--- src/rtl/reg_write_arbiter_pkg.sv ---
// Shared types and constants for the register-bank write arbiter.
package reg_arb_pkg;

    typedef enum logic [1:0] {
        IDLE  = 2'd0,
        GRANT = 2'd1,
        BURST = 2'd2
    } arb_state_e;

    localparam int DEF_N_REQ     = 4;
    localparam int DEF_WIDTH     = 32;
    localparam int DEF_ADDR_W    = 3;
    localparam int DEF_MAX_BURST = 4;

    // Width of an index/counter covering 0..n-1, never narrower than one bit.
    function automatic int ptr_w(input int n);
        return (n <= 2) ? 1 : $clog2(n);
    endfunction

endpackage

--- src/rtl/reg_write_arbiter_if.sv ---
// Requester/bank-side bundle for the write arbiter.
interface reg_write_arbiter_if
    import reg_arb_pkg::*;
#(
    parameter int N_REQ  = DEF_N_REQ,
    parameter int WIDTH  = DEF_WIDTH,
    parameter int ADDR_W = DEF_ADDR_W
);
    logic [N_REQ-1:0]        req;
    logic [N_REQ-1:0]        lock;
    logic [N_REQ*ADDR_W-1:0] waddr;
    logic [N_REQ*WIDTH-1:0]  wdata;
    logic [N_REQ-1:0]        gnt;
    logic                    wr_en;
    logic [ADDR_W-1:0]       wr_addr;
    logic [WIDTH-1:0]        wr_data;
    logic                    busy;

    // Requesters plus the register bank.
    modport master (
        output req, lock, waddr, wdata,
        input  gnt, wr_en, wr_addr, wr_data, busy
    );

    // The arbiter.
    modport slave (
        input  req, lock, waddr, wdata,
        output gnt, wr_en, wr_addr, wr_data, busy
    );
endinterface

--- src/rtl/reg_write_arbiter_rr_pick.sv ---
// Combinational round-robin picker: first eligible index at or after ptr, wrapping.
module rr_pick #(
    parameter int N_REQ = 4,
    parameter int PTR_W = 2
) (
    input  logic [N_REQ-1:0] eligible_i,
    input  logic [PTR_W-1:0] ptr_i,
    output logic [N_REQ-1:0] onehot_o,
    output logic [PTR_W-1:0] idx_o
);
    int               cand;
    logic [PTR_W-1:0] cand_idx;
    logic             found;

    // Walk the requesters starting at ptr; the first eligible one wins.
    always_comb begin
        onehot_o = '0;
        idx_o    = '0;
        found    = 1'b0;
        cand     = 0;
        cand_idx = '0;
        for (int k = 0; k < N_REQ; k++) begin
            cand = int'(ptr_i) + k;
            if (cand >= N_REQ) begin
                cand = cand - N_REQ;
            end
            cand_idx = PTR_W'(cand);
            if (!found && eligible_i[cand_idx]) begin
                found              = 1'b1;
                onehot_o[cand_idx] = 1'b1;
                idx_o              = cand_idx;
            end
        end
    end
endmodule

--- src/rtl/reg_write_arbiter.sv ---
// Round-robin arbiter sharing one register-bank write port, with capped locked bursts.
//
// state | meaning
// IDLE  | no grant issued last cycle
// GRANT | single grant issued last cycle; that grantee sits out one arbitration unless it locks
// BURST | locked grantee keeps the port; burst_cnt counts its extra grants
module reg_write_arbiter
    import reg_arb_pkg::*;
#(
    parameter int N_REQ     = DEF_N_REQ,
    parameter int WIDTH     = DEF_WIDTH,
    parameter int ADDR_W    = DEF_ADDR_W,
    parameter int MAX_BURST = DEF_MAX_BURST
) (
    input  logic                clk,
    input  logic                reset,
    reg_write_arbiter_if.slave  bus
);
    localparam int PTR_W = ptr_w(N_REQ);
    localparam int CNT_W = ptr_w(MAX_BURST);
    localparam logic [CNT_W-1:0] CNT_LAST = CNT_W'(MAX_BURST - 1);
    localparam logic [PTR_W-1:0] IDX_LAST = PTR_W'(N_REQ - 1);

    arb_state_e        state_q, state_d;
    logic [PTR_W-1:0]  ptr_q, ptr_d;
    logic [PTR_W-1:0]  last_q, last_d;
    logic [CNT_W-1:0]  cnt_q, cnt_d;
    logic [N_REQ-1:0]  gnt_q, gnt_d;
    logic              wr_en_q, wr_en_d;
    logic [ADDR_W-1:0] wr_addr_q, wr_addr_d;
    logic [WIDTH-1:0]  wr_data_q, wr_data_d;

    logic [ADDR_W-1:0] addr_arr [N_REQ];
    logic [WIDTH-1:0]  data_arr [N_REQ];
    logic [N_REQ-1:0]  last_oh, excl, eligible, pick_oh;
    logic [PTR_W-1:0]  pick_idx;
    logic              hold, cont;

    // Unflatten per-requester address/data buses.
    always_comb begin
        for (int i = 0; i < N_REQ; i++) begin
            addr_arr[i] = bus.waddr[i*ADDR_W +: ADDR_W];
            data_arr[i] = bus.wdata[i*WIDTH +: WIDTH];
        end
    end

    // Decide burst continuation and mask the previous grantee for one arbitration.
    always_comb begin
        last_oh         = '0;
        last_oh[last_q] = 1'b1;
        hold            = bus.req[last_q] & bus.lock[last_q];
        case (state_q)
            GRANT:   cont = hold && (MAX_BURST > 1);
            BURST:   cont = hold && (cnt_q < CNT_LAST);
            default: cont = 1'b0;
        endcase
        excl     = ((state_q != IDLE) && !cont) ? last_oh : '0;
        eligible = bus.req & ~excl;
    end

    rr_pick #(
        .N_REQ (N_REQ),
        .PTR_W (PTR_W)
    ) u_pick (
        .eligible_i (eligible),
        .ptr_i      (ptr_q),
        .onehot_o   (pick_oh),
        .idx_o      (pick_idx)
    );

    // Next-state and next-output selection; ptr stays put while a burst continues.
    always_comb begin
        state_d   = state_q;
        ptr_d     = ptr_q;
        last_d    = last_q;
        cnt_d     = cnt_q;
        gnt_d     = '0;
        wr_en_d   = 1'b0;
        wr_addr_d = wr_addr_q;
        wr_data_d = wr_data_q;
        if (cont) begin
            state_d   = BURST;
            gnt_d     = last_oh;
            wr_en_d   = 1'b1;
            wr_addr_d = addr_arr[last_q];
            wr_data_d = data_arr[last_q];
            cnt_d     = (state_q == GRANT) ? CNT_W'(1) : cnt_q + CNT_W'(1);
        end else if (|eligible) begin
            state_d   = GRANT;
            gnt_d     = pick_oh;
            wr_en_d   = 1'b1;
            wr_addr_d = addr_arr[pick_idx];
            wr_data_d = data_arr[pick_idx];
            last_d    = pick_idx;
            ptr_d     = (pick_idx == IDX_LAST) ? '0 : pick_idx + PTR_W'(1);
            cnt_d     = '0;
        end else begin
            state_d = IDLE;
            cnt_d   = '0;
        end
    end

    // FSM and registered outputs; reset drops any in-flight grant immediately.
    always_ff @(posedge clk or negedge reset) begin
        if (!reset) begin
            state_q   <= IDLE;
            ptr_q     <= '0;
            last_q    <= '0;
            cnt_q     <= '0;
            gnt_q     <= '0;
            wr_en_q   <= 1'b0;
            wr_addr_q <= '0;
            wr_data_q <= '0;
        end else begin
            state_q   <= state_d;
            ptr_q     <= ptr_d;
            last_q    <= last_d;
            cnt_q     <= cnt_d;
            gnt_q     <= gnt_d;
            wr_en_q   <= wr_en_d;
            wr_addr_q <= wr_addr_d;
            wr_data_q <= wr_data_d;
        end
    end

    assign bus.gnt     = gnt_q;
    assign bus.wr_en   = wr_en_q;
    assign bus.wr_addr = wr_addr_q;
    assign bus.wr_data = wr_data_q;
    assign bus.busy    = (state_q != IDLE);

endmodule

--- src/flat_wrapper.sv ---
// flat-port wrapper written by rule: the top's interface ports become plain ports
module reg_write_arbiter_flat import reg_arb_pkg::*;
#(
    parameter int N_REQ     = DEF_N_REQ,
    parameter int WIDTH     = DEF_WIDTH,
    parameter int ADDR_W    = DEF_ADDR_W,
    parameter int MAX_BURST = DEF_MAX_BURST
)
  (clk, reset, bus_req, bus_lock, bus_waddr, bus_wdata, bus_gnt, bus_wr_en, bus_wr_addr, bus_wr_data, bus_busy);
  reg_write_arbiter_if #(.N_REQ(N_REQ), .WIDTH(WIDTH), .ADDR_W(ADDR_W)) bus_i ();
  input  logic clk;
  input  logic reset;
  input wire logic [$bits(bus_i.req)-1:0] bus_req;
  input wire logic [$bits(bus_i.lock)-1:0] bus_lock;
  input wire logic [$bits(bus_i.waddr)-1:0] bus_waddr;
  input wire logic [$bits(bus_i.wdata)-1:0] bus_wdata;
  output wire logic [$bits(bus_i.gnt)-1:0] bus_gnt;
  output wire logic [$bits(bus_i.wr_en)-1:0] bus_wr_en;
  output wire logic [$bits(bus_i.wr_addr)-1:0] bus_wr_addr;
  output wire logic [$bits(bus_i.wr_data)-1:0] bus_wr_data;
  output wire logic [$bits(bus_i.busy)-1:0] bus_busy;
  assign bus_i.req = bus_req;
  assign bus_i.lock = bus_lock;
  assign bus_i.waddr = bus_waddr;
  assign bus_i.wdata = bus_wdata;
  assign bus_gnt = bus_i.gnt;
  assign bus_wr_en = bus_i.wr_en;
  assign bus_wr_addr = bus_i.wr_addr;
  assign bus_wr_data = bus_i.wr_data;
  assign bus_busy = bus_i.busy;
  reg_write_arbiter #(.N_REQ(N_REQ), .WIDTH(WIDTH), .ADDR_W(ADDR_W), .MAX_BURST(MAX_BURST)) u_core (.clk(clk), .reset(reset), .bus(bus_i));
endmodule
--- config.mk ---
export PLATFORM = sky130hd
export DESIGN_NAME = reg_write_arbiter_flat
export DESIGN_NICKNAME = d
export VERILOG_FILES = /design/src/rtl/reg_write_arbiter_pkg.sv /design/src/rtl/reg_write_arbiter_if.sv /design/src/rtl/reg_write_arbiter_rr_pick.sv /design/src/rtl/reg_write_arbiter.sv /design/src/flat_wrapper.sv
export SDC_FILE = /design/constraint.sdc
export NUM_CORES = 1
export LEC_CHECK = 0
export CORE_ASPECT_RATIO = 0.5
export CORE_MARGIN = 2
export CORE_UTILIZATION = 40
export CTS_CLUSTER_SIZE = 40
export DETAILED_ROUTE_END_ITERATION = 10
export PLACE_DENSITY = 0.87
export SYNTH_ARGS = -nofsm -noshare
export SYNTH_HDL_FRONTEND = slang
export SYNTH_SLANG_ARGS = --single-unit
--- constraint.sdc ---
create_clock -name clk -period 7.2 [get_ports clk]
set_input_delay 2.16 -clock clk [delete_from_list [all_inputs] [get_ports clk]]
set_output_delay 2.16 -clock clk [all_outputs]
set_load 0.05 [all_outputs]
Yosys cells after proc, flatten, opt, wreduce, memory -nomap -nowiden
Index checks and enable logic that the tools add are counted.
{"block": "word_totals", "inputBits": 150, "word_cells": 128, "out_inout_bits": 41, "reg_bits": 48}
{"block": "classes", "bitwise_logic": 9, "n_mux": 64, "n_eq_ne": 3, "addsub": 9, "n_reduce_logical": 18, "magnitude_cmp": 17}
{"cell": "two-way mux 32 bit", "count": 6}
{"cell": "binary-select mux 32 bit (select 2 bit)", "count": 2}
{"cell": "two-way mux 4 bit", "count": 7}
{"cell": "two-way mux 2 bit", "count": 12}
{"cell": "two-way mux 3 bit", "count": 6}
{"cell": "two-way mux 1 bit", "count": 17}
{"cell": "greater-or-equal comparator 3 bit, second input constant", "count": 5}
{"cell": "less-than comparator 2 x 3 -> 1 bit, second input constant", "count": 5}
{"cell": "binary-select mux 1 bit (select 2 bit)", "count": 6}
{"cell": "binary-select mux 3 bit (select 2 bit)", "count": 2}
{"cell": "bitwise OR 4 bit", "count": 3}
{"cell": "demux 1 bit (select 2 bit)", "count": 5}
{"cell": "greater-or-equal comparator 2 x 1 -> 1 bit, second input constant", "count": 5}
{"cell": "logical AND 1 bit", "count": 10}
{"cell": "subtractor 2 x 1 -> 2 bit, second input constant", "count": 4}
{"cell": "adder 2 x 2 -> 3 bit, second input constant", "count": 2}
{"cell": "inverter 2 -> 3 bit", "count": 2}
{"cell": "adder 2 x 1 -> 2 bit, second input constant", "count": 2}
{"cell": "AND 4 bit", "count": 1}
{"cell": "equality test 2 bit, second input constant", "count": 2}
{"cell": "logical NOT 1 bit", "count": 4}
{"cell": "inverter 4 bit", "count": 1}
{"cell": "nonzero test 2 bit", "count": 2}
{"cell": "OR reduction 4 bit", "count": 1}
{"cell": "other kinds (8)", "count": 8}

Logic depth before layout (Yosys ltp)
Gate-level depths: netlist (run 1).
{"block": "depth", "depth_word": 28, "mapped_depth": 14, "depth_no_buf": 11}

Hierarchy
From an unflattened synthesis (run 1), not the netlist that was laid out.
{"block": "unflattened", "hier_cells": 356, "area_unflattened_um2": 4345.4}
{"module": "reg_write_arbiter", "area_per_inst_um2": 3906.2, "seq_area_each_um2": 1201.2, "cells_per_inst": 308, "instances": 1}
{"module": "rr_pick", "area_per_inst_um2": 439.2, "seq_area_each_um2": 0.0, "cells_per_inst": 48, "instances": 1}

Least setup slack after synthesis (run 1)
No wires, ideal clock.
{"block": "synth_path", "path_type": "input to register", "startpoint": "input port bus_req[0]", "endpoint": "register u_core.ptr_q[0]", "path_buffers": 3, "slack_ns": 2.681, "path_stages": 10, "t_required_ns": 7.123, "setup_time_ns": 0.077, "arrival_time_ns": 4.442, "cell_sequence": "o2111a_1 or2_1 mux4_2 buf_2 a221o_1 buf_6 buf_6 ha_1 or3_1 o21ai_1"}
{"block": "synth_via", "elab_chain_cells": 24, "elab_cells_between_ends": 37, "classes_between": "1 x add/sub; 1 x eq/ne; 20 x mux; 4 x bitwise; 11 x reduce/logical"}
{"element": "start, declared", "line_no": "flat_wrapper.sv:13", "text": "input wire logic [$bits(bus_i.req)-1:0] bus_req;"}
{"element": "binary-select mux 1 bit (select 2 bit)", "line_no": "reg_write_arbiter.sv:51", "text": "hold = bus.req[last_q] & bus.lock[last_q];"}
{"element": "two-way mux 1 bit (implied by the code)", "line_no": "reg_write_arbiter.sv:51"}
{"element": "AND 1 bit", "line_no": "reg_write_arbiter.sv:51"}
{"element": "logical AND 1 bit", "line_no": "reg_write_arbiter.sv:54", "text": "BURST: cont = hold && (cnt_q < CNT_LAST);"}
{"element": "one-hot mux 1 bit (2 select lines)", "line_no": "reg_write_arbiter.sv:52", "text": "case (state_q)"}
{"element": "logical NOT 1 bit", "line_no": "reg_write_arbiter.sv:57", "text": "excl = ((state_q != IDLE) && !cont) ? last_oh : '0;"}
{"element": "logical AND 1 bit", "line_no": "reg_write_arbiter.sv:57"}
{"element": "two-way mux 4 bit", "line_no": "reg_write_arbiter.sv:57"}
{"element": "[9 not listed]"}
{"element": "logical AND 1 bit", "line_no": "reg_write_arbiter_rr_pick.sv:28", "text": "if (!found && eligible_i[cand_idx]) begin"}
{"element": "two-way mux 1 bit", "line_no": "reg_write_arbiter_rr_pick.sv:28"}
{"element": "logical NOT 1 bit", "line_no": "reg_write_arbiter_rr_pick.sv:28"}
{"element": "logical AND 1 bit", "line_no": "reg_write_arbiter_rr_pick.sv:28"}
{"element": "two-way mux 2 bit (*)", "line_no": "reg_write_arbiter_rr_pick.sv:28"}
{"element": "named net u_core.pick_idx[0]", "line_no": "reg_write_arbiter.sv:36", "text": "logic [PTR_W-1:0] pick_idx;"}
{"element": "adder 2 x 1 -> 2 bit or equality test 2 bit (tied branches)", "line_no": "reg_write_arbiter.sv:95", "text": "ptr_d = (pick_idx == IDX_LAST) ? '0 : pick_idx + PTR_W'(1);"}
{"element": "two-way mux 2 bit (*)", "line_no": "reg_write_arbiter.sv:95"}
{"element": "end signal, assigned", "line_no": "reg_write_arbiter.sv:116", "text": "ptr_q <= ptr_d;"}
{"element": "end, declared", "line_no": "reg_write_arbiter.sv:25", "text": "logic [PTR_W-1:0] ptr_q, ptr_d;"}
The timed path passes the listed nets; every way through them passes the cells marked *. The select of a mux whose other input is x is not followed.
A chain may end at the register's enable or synchronous reset.

Worst setup path in the final report (run 1)
{"block": "layout_path", "startpoint": "input port bus_req[2]", "endpoint": "register u_core.wr_data_q[23], in the netlist u_core.bus.wr_data[23]"}
{"block": "layout_via", "elab_chain_cells": 28, "elab_cells_between_ends": 39, "classes_between": "24 x mux; 4 x bitwise; 11 x reduce/logical"}
{"element": "binary-select mux 1 bit (select 2 bit)", "line_no": "reg_write_arbiter.sv:51"}
{"element": "two-way mux 1 bit (implied by the code)", "line_no": "reg_write_arbiter.sv:51"}
{"element": "AND 1 bit", "line_no": "reg_write_arbiter.sv:51"}
{"element": "logical AND 1 bit", "line_no": "reg_write_arbiter.sv:54"}
{"element": "one-hot mux 1 bit (2 select lines)", "line_no": "reg_write_arbiter.sv:52"}
{"element": "logical NOT 1 bit", "line_no": "reg_write_arbiter.sv:57"}
{"element": "logical AND 1 bit", "line_no": "reg_write_arbiter.sv:57"}
{"element": "two-way mux 4 bit", "line_no": "reg_write_arbiter.sv:57"}
{"element": "[11 not listed]"}
{"element": "logical NOT 1 bit", "line_no": "reg_write_arbiter_rr_pick.sv:28"}
{"element": "logical AND 1 bit", "line_no": "reg_write_arbiter_rr_pick.sv:28"}
{"element": "two-way mux 2 bit", "line_no": "reg_write_arbiter_rr_pick.sv:28"}
{"element": "inverter 2 -> 3 bit (implied by the code)", "line_no": "reg_write_arbiter.sv:93", "text": "wr_data_d = data_arr[pick_idx];"}
{"element": "binary-select mux 32 bit (select 2 bit)", "line_no": "reg_write_arbiter.sv:93"}
{"element": "two-way mux 32 bit (implied by the code) (2 in series)", "line_no": "reg_write_arbiter.sv:93"}
{"element": "two-way mux 32 bit", "line_no": "reg_write_arbiter.sv:88", "text": "end else if (|eligible) begin"}
{"element": "two-way mux 32 bit", "line_no": "reg_write_arbiter.sv:81", "text": "if (cont) begin"}
{"element": "end signal, assigned", "line_no": "reg_write_arbiter.sv:122", "text": "wr_data_q <= wr_data_d;"}
{"element": "end, declared", "line_no": "reg_write_arbiter.sv:31", "text": "logic [WIDTH-1:0] wr_data_q, wr_data_d;"}
Several ways; a longest one is shown, not always the timed one. The select of a mux whose other input is x is not followed.

==> results of run 1 <==
cells by family after synthesis:
logic type      count (synthesis)  share of synthesized area
fa+ha+maj                      12                     0.0347
compound gates                122                      0.218
flops                          48                      0.278
simple gates                   32                     0.0391
mux                           113                      0.372
buf+inv                        48                     0.0582
cells in the final DEF (no fill, tap or decap), types with 2 or more instances in the layout:
cell / netlist / routed
mux4_2: 38 / 38
a211oi_1: 6 / 6
a32oi_1: 2 / 2
dfrtp_2: 0 / 2
o21ai_0: 5 / 5
and3_1: 2 / 2
inv_2: 3 / 3
nand2_1: 11 / 11
nand2b_1: 2 / 2
nor2_1: 5 / 4
a22oi_1: 36 / 36
o31ai_1: 2 / 2
mux2i_1: 74 / 74
a22o_1: 4 / 4
inv_1: 7 / 7
nor3_1: 3 / 3
buf_4: 1 / 6
clkdlybuf4s50_1: 0 / 189
o21ai_1: 6 / 6
nand3_1: 3 / 3
o221ai_1: 35 / 35
ha_1: 12 / 12
a21oi_1: 8 / 8
o2111ai_1: 2 / 2
clkbuf_16: 0 / 5
dfrtp_1: 48 / 46
where the power goes:
part | internal, mW | switching (mW)
Clock | 0.164 | 0.104
Combinational | 1.21 | 1.62
Sequential | 0.436 | 0.154
Total | 1.81 | 1.88
layout make-up:
class	instances	area [um^2]	area share
Inverter	11	41.3	0.00644
Multi-Input combinational cell	279	2890	0.450
Clock inverter	2	35.0	0.00546
Tap cell	140	175	0.0273
Clock buffer	6	129	0.0201
Timing Repair Buffer	196	1940	0.303
Sequential cell	48	1200	0.188
routing by layer:
layer  up-vias  global-route usage  share of wire
met4         0              0.0710          0.021
met1      2158               0.309           0.41
met3        23              0.0347          0.055
met5         -                   0              0
met2       165               0.424           0.52
li1       1909                   -              -
sequential cells by signal, indices dropped and copies added, names as in the netlist:
| name | count |
|---|---|
| u_core.bus.gnt | 4 |
| u_core.bus.wr_addr | 3 |
| u_core.bus.wr_data | 32 |
| u_core.bus.wr_en | 1 |
| u_core.cnt_q | 2 |
| u_core.last_q | 2 |
| u_core.ptr_q | 2 |
| u_core.state_q | 2 |
final timing paths:
check / to / slack, ns / cells after the start
worst max-delay path: u_core.bus.wr_data[23] / 1.64 / 9
worst min-delay path: u_core.cnt_q[0] / 0.51 / 1
worst max register to register: u_core.bus.wr_data[18] / 2.89 / 11
worst min register to register: u_core.cnt_q[0] / 0.51 / 1
max in group asynchronous: u_core.last_q[0] / 4.76 / 2
min in group asynchronous: u_core.bus.wr_addr[2] / 1.98 / 2
per-stage QoR:
step,utilization,cell area [um^2]
final,0.620,6410
after global routing,0.620,6410
after CTS,0.620,6410
after detailed placement,0.604,6250
after global placement,0.604,6250
after floorplan,-,4320
critical path, stage by stage:
cell and delay, ns:
clkdlybuf4s50_1 0.47, nand2_1 0.08, o21ai_1 0.73, o211ai_1 0.29
a211oi_1 0.31, a221o_4 0.73, buf_4 0.51, mux2i_1 0.24
o221ai_1 0.14
==> implementation parameters, run 1 <==
Parameter                              Value

Clock tree
  Clock tree from TritonCTS ... yes
  Clock H-tree levels ... 2
  Number of clock buffers inserted by TritonCTS ... 5
  Register clock-pin slew on the reported worst setup and hold paths ... 0.07 ns
  Clock Sinks ... 48
  Insertion delay to the later sink of the worst-skew pair ... 0.29 ns
  CTS-repair resized insts ... 0
  CTS Hold Buffers Added ... 0
  Longest Clk Path Bufs ... 2
  Buffer cell driving the clock tree root ... clkbuf_16
  Buffers inserted by post-CTS timing repair ... 0

Synth
  Net count after synthesis ... 537
  Total of warnings raised by yosys ... 0
  Synthesized area divided by synthesized cell count ... 11.5 um^2
  Total standard cell area after synthesis ... roughly 4300 um^2
  Post-synth top flop ... dfrtp_1
  Count of mapped cells out of synthesis ... 375
  Synth top area share ... 0.278
  Sequential share of the synthesized area ... 0.278
  Synth top cells by count ... mux2i_1, dfrtp_1, mux4_2, a22oi_1, o221ai_1
  Post-synthesis cell type count ... 50
  Post-synthesis cell type with the largest combined area ... dfrtp_1
  Most common cell in the synthesized netlist ... mux2i_1
  Share of async-settable or async-resettable flops after synthesis ... 1.00
  Area contributors post-synth ... dfrtp_1, mux4_2, mux2i_1, o221ai_1, a22oi_1
  Number of enable-type register cells in the synthesized netlist ... 0
  Flop and latch count out of synthesis ... 48

Floorplanning
  Effective utilization at floorplan ... 0.418
  Die Span X ... 151 um
  Area of the placeable core ... 10300 um^2
  IO Pins ... 191
  Total number of placement rows ... 26
  Die ar. ... approximately 12000 um^2
  Y dimension of the die ... 77.5 um

Critical path
  Startpoint types ... input pin
  Arrival time of data at the critical path endpoint ... ~5.7 ns
  Kind of end point of the critical path ... flip-flop
  Worst setup path start ... bus_req[2]
  Reg-to-reg startpoint ... u_core.last_q[0]
  Setup Crit Path Kind ... in2reg
  Maximum fanout count along the critical path ... 50
  WP data required ... 7.36 ns

STA
  Max-slew headroom at the worst pin ... 0.257
  Number of hold violations in the final report ... 0
  Actual slew at the worst max-slew pin ... around 1.1 ns
  Total count of max-transition violations in the final report ... 0
  Fin worst setup slack ... 1.64 ns
  Setup clock skew after layout ... between 0.005 and 0.006 ns
  Top achievable clock speed ... 180 MHz
  Setup TNS ... 0 ns
  Final setup viols ... 0
  Setup repair after global routing missed its margin ... false
  Final critical-path share of the clock period ... 0.772
  Final worst path period need ... roughly 5.6 ns
  Smallest hold slack ... 0.512 ns

Worst hold path
  Worst min path class ... reg2reg
  Hold path startpoint ... u_core.cnt_q[0]

Detailed routing
  Total via count in the routed design ... approximately 4300
  Wirelength, routed ... 14200 um
  Via density per instance ... 6.24
  Count of TritonRoute iterations in the first routing pass ... 4
  Final routed wire length divided by cell count ... between 20 and 25 um
  Violation count after the first detailed-routing iteration ... 281
  Number of nets still failing antenna checks after routing ... 0
  Final routed DRC violation total ... 0

Power and ir drop
  Worst vdd rail ir drop ... 532 uV
  Leak pwr ... roughly 2.5 nW
  Total power after layout ... 3.69 mW
  Power density relative to cell area ... 576 nW/um^2

Global route
  First-pass GRT wire length ... 22300 um
  Number of antenna violations at the first check in global routing ... 0
  Congestion Overflow GR ... 0
  Via count of the first global-routing pass ... 4333
  Maximum number of pins on one net before global-route repair ... 51
  All-Layer GR Usage ... 0.241

Layout
  Fill cells ... between 800 and 900
  Count of non-filler cells in the finished layout ... 682
  Ratio of cells with drive above 1 in the final layout ... 0.118
  Final net count ... between 700 and 800
  Area growth from synthesis to final layout ... 48.4%
  Diode count ... 0

Status
  Run status ... finished clean

Job
  Max-Cap Viols ... 0

Place
  Placed insts ... 674
  Number of buffer cells added on primary ports ... 190
  DP HPWL ... between 10000 and 15000 um
  Worst setup timing slack at the placement stage ... 1.35 ns
  Final Wtd Congestion ... 0.881
Note: power is estimated with default switching activity, not from simulation.
==> run 2: changes to the inputs <==
CORE_UTILIZATION = 39   (was 40)
PLACE_DENSITY = 0.88   (was 0.87)
clock period = 4.6 ns   (was 7.2 ns; I/O delays follow)
==> implementation parameters, run 2 (synthesized netlist as in run 1, its figures left out) <==
Parameter                              Value

Critical path
  Slowest CP cell ... mux4_2
  Setup Crit Path Kind ... in2reg
  Kind of end point of the critical path ... flip-flop
  Arrival time of data at the critical path endpoint ... 4.11 ns
  Slowest Stage Delay on Critical Path ... 0.61 ns
  WP data required ... roughly 4.7 ns
  Maximum fanout count along the critical path ... 72
  Chain of cells forming the critical path ... clkdlybuf4s50_1 > o2111a_1 > or2_1 > mux4_2 > a221o_4 > buf_12 > mux2i_1 > o221ai_1
  Startpoint types ... input pin
  Cells on worst reg2reg path ... 9

Place
  Placed cell areas ... about 6300 um^2
  Final Wtd Congestion ... 0.882
  Worst setup timing slack at the placement stage ... 0.352 ns
  DP HPWL ... 10300 um
  Number of buffer cells added on primary ports ... 190

Detailed routing
  Violation count after the first detailed-routing iteration ... 269
  Final routed DRC violation total ... 0
  Via density per instance ... roughly 6.2
  Number of nets still failing antenna checks after routing ... 0
  Final routed wire length divided by cell count ... 20.8 um
  Total via count in the routed design ... 4264
  Wirelength, routed ... 14400 um
  Count of TritonRoute iterations in the first routing pass ... 4

STA
  Setup TNS ... 0 ns
  Final critical-path share of the clock period ... 0.863
  Final worst path period need ... 3.97 ns
  Top achievable clock speed ... 252 MHz
  Total count of max-transition violations in the final report ... 0
  Final setup viols ... 0
  Number of hold violations in the final report ... 0
  Fin worst setup slack ... approximately 0.63 ns
  Actual slew at the worst max-slew pin ... 0.922 ns
  Setup repair after global routing missed its margin ... false
  Max-slew headroom at the worst pin ... 0.385
  Setup clock skew after layout ... 0.00526 ns

Power and ir drop
  Share of total power in the clock network ... 0.089
  Leak pwr ... ~2.5 nW
  Power Internal ... slightly above 3 mW
  Fraction of power spent switching nets ... 0.497
  Relative contribution of combinational cells to total power ... 0.770
  Total power after layout ... 6.02 mW
  Seq pwr share ... 0.142
  Power density relative to cell area ... 921 nW/um^2
  Switching power total ... 2.99 mW
  Worst vdd rail ir drop ... around 890 uV

Floorplanning
  Die Span X ... 153 um
  Y dimension of the die ... roughly 78 um
  Area of the placeable core ... 10900 um^2
  Die ar. ... approximately 12000 um^2
  Effective utilization at floorplan ... 0.396
  IO Pins ... between 150 and 200
  Total number of placement rows ... 27

Layout
  Final Core Density ... 0.598
  Number of flip-flops in the largest register ... 32
  Ratio of cells with drive above 1 in the final layout ... 0.128
  Diode count ... 0
  Most frequent cells in the layout ... clkdlybuf4s50_1, mux2i_1, dfrtp_1
  Most common library cell in the layout ignoring fill and taps ... clkdlybuf4s50_1
  Non-Filler Cell Area, Final ... 6530 um^2
  Area growth from synthesis to final layout ... 51.1%
  Final net count ... 708

Clock tree
  Clock Sinks ... 48
  Register clock-pin slew on the reported worst setup and hold paths ... 0.07 ns
  Longest Clk Path Bufs ... 2
  Clock H-tree levels ... 2
  Insertion delay to the later sink of the worst-skew pair ... 0.29 ns
  CTS-repair resized insts ... 0
  Number of clock buffers inserted by TritonCTS ... 5
  Buffers inserted by post-CTS timing repair ... 0
  CTS Hold Buffers Added ... 0
  Clock tree from TritonCTS ... yes
  Buffer cell driving the clock tree root ... clkbuf_16

Global route
  Maximum number of pins on one net before global-route repair ... 73
  Congestion Overflow GR ... 0
  All-Layer GR Usage ... 0.238
  Via count of the first global-routing pass ... 4482
  First-pass GRT wire length ... 23100 um
  Number of antenna violations at the first check in global routing ... 0

Status
  Run status ... finished clean

Worst hold path
  Depth of the worst hold-timing path ... 1
  Worst min path class ... reg2reg

Job
  Max-Cap Viols ... 0
==> run 2: final timing paths <==
check	startpoint	end	slack, ns
max	bus_req[0]	u_core.bus.wr_data[25]	0.63
min	u_core.cnt_q[0]	u_core.cnt_q[0]	0.48
max reg2reg	u_core.ptr_q[0]	u_core.bus.wr_data[6]	0.86
min reg2reg	u_core.cnt_q[0]	u_core.cnt_q[0]	0.48
max in group asynchronous	reset	u_core.bus.wr_data[23]	2.65
min in group asynchronous	reset	u_core.bus.wr_data[9]	1.22
==> run 2: critical path: cells and delay by family <==
family                 cells  cell delay (ns)
AO/OA/AOI/OAI              3             0.82
buffers and inverters      2             0.69
multiplexers               2             0.84
AND/OR/NAND/NOR            1             0.31
==> run 2: layout make-up <==
type	instances	area, um^2
Fill cell	902	4380
Clock inverter	3	90.1
Sequential cell	48	1200
Multi-Input combinational cell	279	2880
Clock buffer	5	125
Timing Repair Buffer	201	2000
Inverter	11	41.3
Tap cell	145	181
==> run 2: power groups by stage <==
stage	Sequential [mW]	Clock (mW)	Combinational [mW]
after floorplan	1.39	0	3.01
after global placement	0.854	0	4.52
after detailed placement	0.860	0	4.62
after CTS	0.853	0.543	4.63
after global routing	0.885	0.560	4.93
final	0.853	0.533	4.63
==> run 2: routing by layer <==
| layer | track usage | up-vias | wire, um |
|---|---|---|---|
| met5 | 0 | - | 0 |
| met4 | 0.0861 | 0 | 381 |
| met3 | 0.0309 | 29 | 652 |
| met2 | 0.436 | 148 | 7510 |
| met1 | 0.291 | 2173 | 5890 |
| li1 | - | 1914 | - |
==> run 2: stage by stage <==
stage,hold slack [ns],instances
floorplan,0.436,375
global placement,0.455,684
detailed placement,0.470,684
CTS,0.479,692
global route,0.496,692
finish,0.479,692
==> run 3: changes to the inputs <==
CORE_UTILIZATION = 40   (was 39)
DONT_BUFFER_PORTS = 1   (was not set)
PLACE_DENSITY = 0.66   (was 0.88)
==> implementation parameters, run 3 (synthesized netlist as in run 1, its figures left out) <==
Parameter                              Value

Critical path
  WP data required ... 4.74 ns
  Worst path bufs/invs ... 1
  Chain of cells forming the critical path ... o2111a_1 > or2_1 > mux4_2 > a221o_4 > buf_12 > mux2i_1 > o221ai_1
  Slowest CP cell ... a221o_4
  Maximum fanout count along the critical path ... 42
  CP top delay family ... compound AO/OA/AOI/OAI gates
  Kind of end point of the critical path ... flip-flop
  Critical Path Stages ... 7
  Slowest Stage Delay on Critical Path ... 0.71 ns
  Cells on worst reg2reg path ... 11
  Startpoint types ... input pin
  Arrival time of data at the critical path endpoint ... 3.83 ns
  Setup Crit Path Kind ... in2reg

Clock tree
  Longest Clk Path Bufs ... 2
  Clock Sinks ... 48
  Clock H-tree levels ... 2
  CTS-repair resized insts ... 0
  Clock tree from TritonCTS ... yes
  Register clock-pin slew on the reported worst setup and hold paths ... 0.07 ns
  Insertion delay to the later sink of the worst-skew pair ... 0.29 ns
  Buffers inserted by post-CTS timing repair ... 0
  Buffer cell driving the clock tree root ... clkbuf_16
  CTS Hold Buffers Added ... 0
  Number of clock buffers inserted by TritonCTS ... 5

Global route
  Number of antenna violations at the first check in global routing ... 0
  Maximum number of pins on one net before global-route repair ... 49
  Congestion Overflow GR ... 0
  First-pass GRT wire length ... ~18000 um
  All-Layer GR Usage ... 0.191
  Via count of the first global-routing pass ... 3437

Detailed routing
  Total via count in the routed design ... around 3400
  Wirelength, routed ... 11600 um
  Violation count after the first detailed-routing iteration ... 272
  Final routed DRC violation total ... 0
  Final routed wire length divided by cell count ... about 23 um
  Count of TritonRoute iterations in the first routing pass ... 7
  Via density per instance ... 6.75
  Number of nets still failing antenna checks after routing ... 0

STA
  Total count of max-transition violations in the final report ... 0
  Setup clock skew after layout ... 0.00638 ns
  Setup TNS ... 0 ns
  Final critical-path share of the clock period ... 0.803
  Top achievable clock speed ... 271 MHz
  Final worst path period need ... between 3 and 4 ns
  Max-slew headroom at the worst pin ... 0.534
  Actual slew at the worst max-slew pin ... 0.698 ns
  Fin worst setup slack ... 0.907 ns
  Final setup viols ... 0
  Setup repair after global routing missed its margin ... false
  Number of hold violations in the final report ... 0

Floorplanning
  Effective utilization at floorplan ... 0.418
  Die Span X ... 151 um
  Area of the placeable core ... a little over 10000 um^2
  Total number of placement rows ... 26
  Die ar. ... about 12000 um^2
  IO Pins ... 191
  Y dimension of the die ... just under 80 um

Layout
  Diode count ... 0
  Most common library cell in the layout ignoring fill and taps ... mux2i_1
  Total area of multi-input combinational cells ... 2890 um^2
  FF+latch area ... 1200 um^2
  Number of flip-flops in the largest register ... 32
  Non-Filler Cell Area, Final ... roughly 4600 um^2
  Final net count ... ~520
  Ratio of cells with drive above 1 in the final layout ... 0.196
  Area growth from synthesis to final layout ... 5.62%
  Fill cells ... 969
  Most frequent cells in the layout ... mux2i_1, dfrtp_1, mux4_2

Place
  Placed cell areas ... between 4000 and 5000 um^2
  Number of buffer cells added on primary ports ... 0
  DP HPWL ... 8210 um
  Worst setup timing slack at the placement stage ... 0.625 ns
  Final Wtd Congestion ... 0.830

Job
  Max-Cap Viols ... 0

Worst hold path
  Worst min path class ... reg2reg
  Depth of the worst hold-timing path ... 1

Status
  Run status ... finished clean
==> run 3: cell types whose count changed in the layout (fill, tap and decap cells not counted), sizes merged <==
| cell | previous run | this run |
|---|---|---|
| clkdlybuf4s50 | 189 | 0 |
| clkbuf | 5 | 6 |
| clkinvlp | 0 | 2 |
| bufinv | 3 | 0 |
==> run 3: layer usage <==
layer | wire, um | global-route usage | up-vias
met1 | 4620 | 0.245 | 1667
met3 | 894 | 0.0353 | 13
met2 | 5910 | 0.333 | 151
met4 | 150 | 0.0523 | 0
met5 | 0 | 0 | -
li1 | - | - | 1531
==> run 3: metrics by stage <==
step / hold slack, ns / utilization / instances
after global routing: 0.496 / 0.441 / 498
after detailed placement: 0.463 / 0.426 / 490
final: 0.476 / 0.441 / 498
after floorplan: 0.436 / - / 375
after global placement: 0.466 / 0.426 / 490
after CTS: 0.479 / 0.441 / 498
==> run 3: worst register-to-register path, delay by kind of cell, from the launching register on <==
family | cells | cell delay [ns]
fa+ha+maj | 1 | 0.18
simple gates | 1 | 0.16
buf+inv | 3 | 0.59
mux | 2 | 0.82
compound gates | 4 | 1.40
flops | 1 | 0.36
==> run 3: area by class of cell <==
cell class | instances | area share
Inverter | 11 | 0.00904
Multi-Input combinational cell | 279 | 0.633
Sequential cell | 48 | 0.264
Clock inverter | 2 | 0.00329
Tap cell | 140 | 0.0384
Timing Repair Buffer | 12 | 0.0225
Clock buffer | 6 | 0.0304
==> run 3: final timing paths <==
path,to,start,slack [ns]
min,u_core.cnt_q[0],u_core.cnt_q[0],0.48
max in group asynchronous,u_core.bus.wr_data[31],reset,3.73
min reg2reg,u_core.cnt_q[0],u_core.cnt_q[0],0.48
max reg2reg,u_core.bus.wr_data[19],u_core.state_q[0],0.96
min in group asynchronous,u_core.bus.wr_addr[2],reset,0.78
max,u_core.bus.wr_data[19],bus_req[0],0.91
Power of run 3 is left out: the tool's default activity adds up to more than one toggle a clock period on the data nets, which glitch-free logic cannot reach.
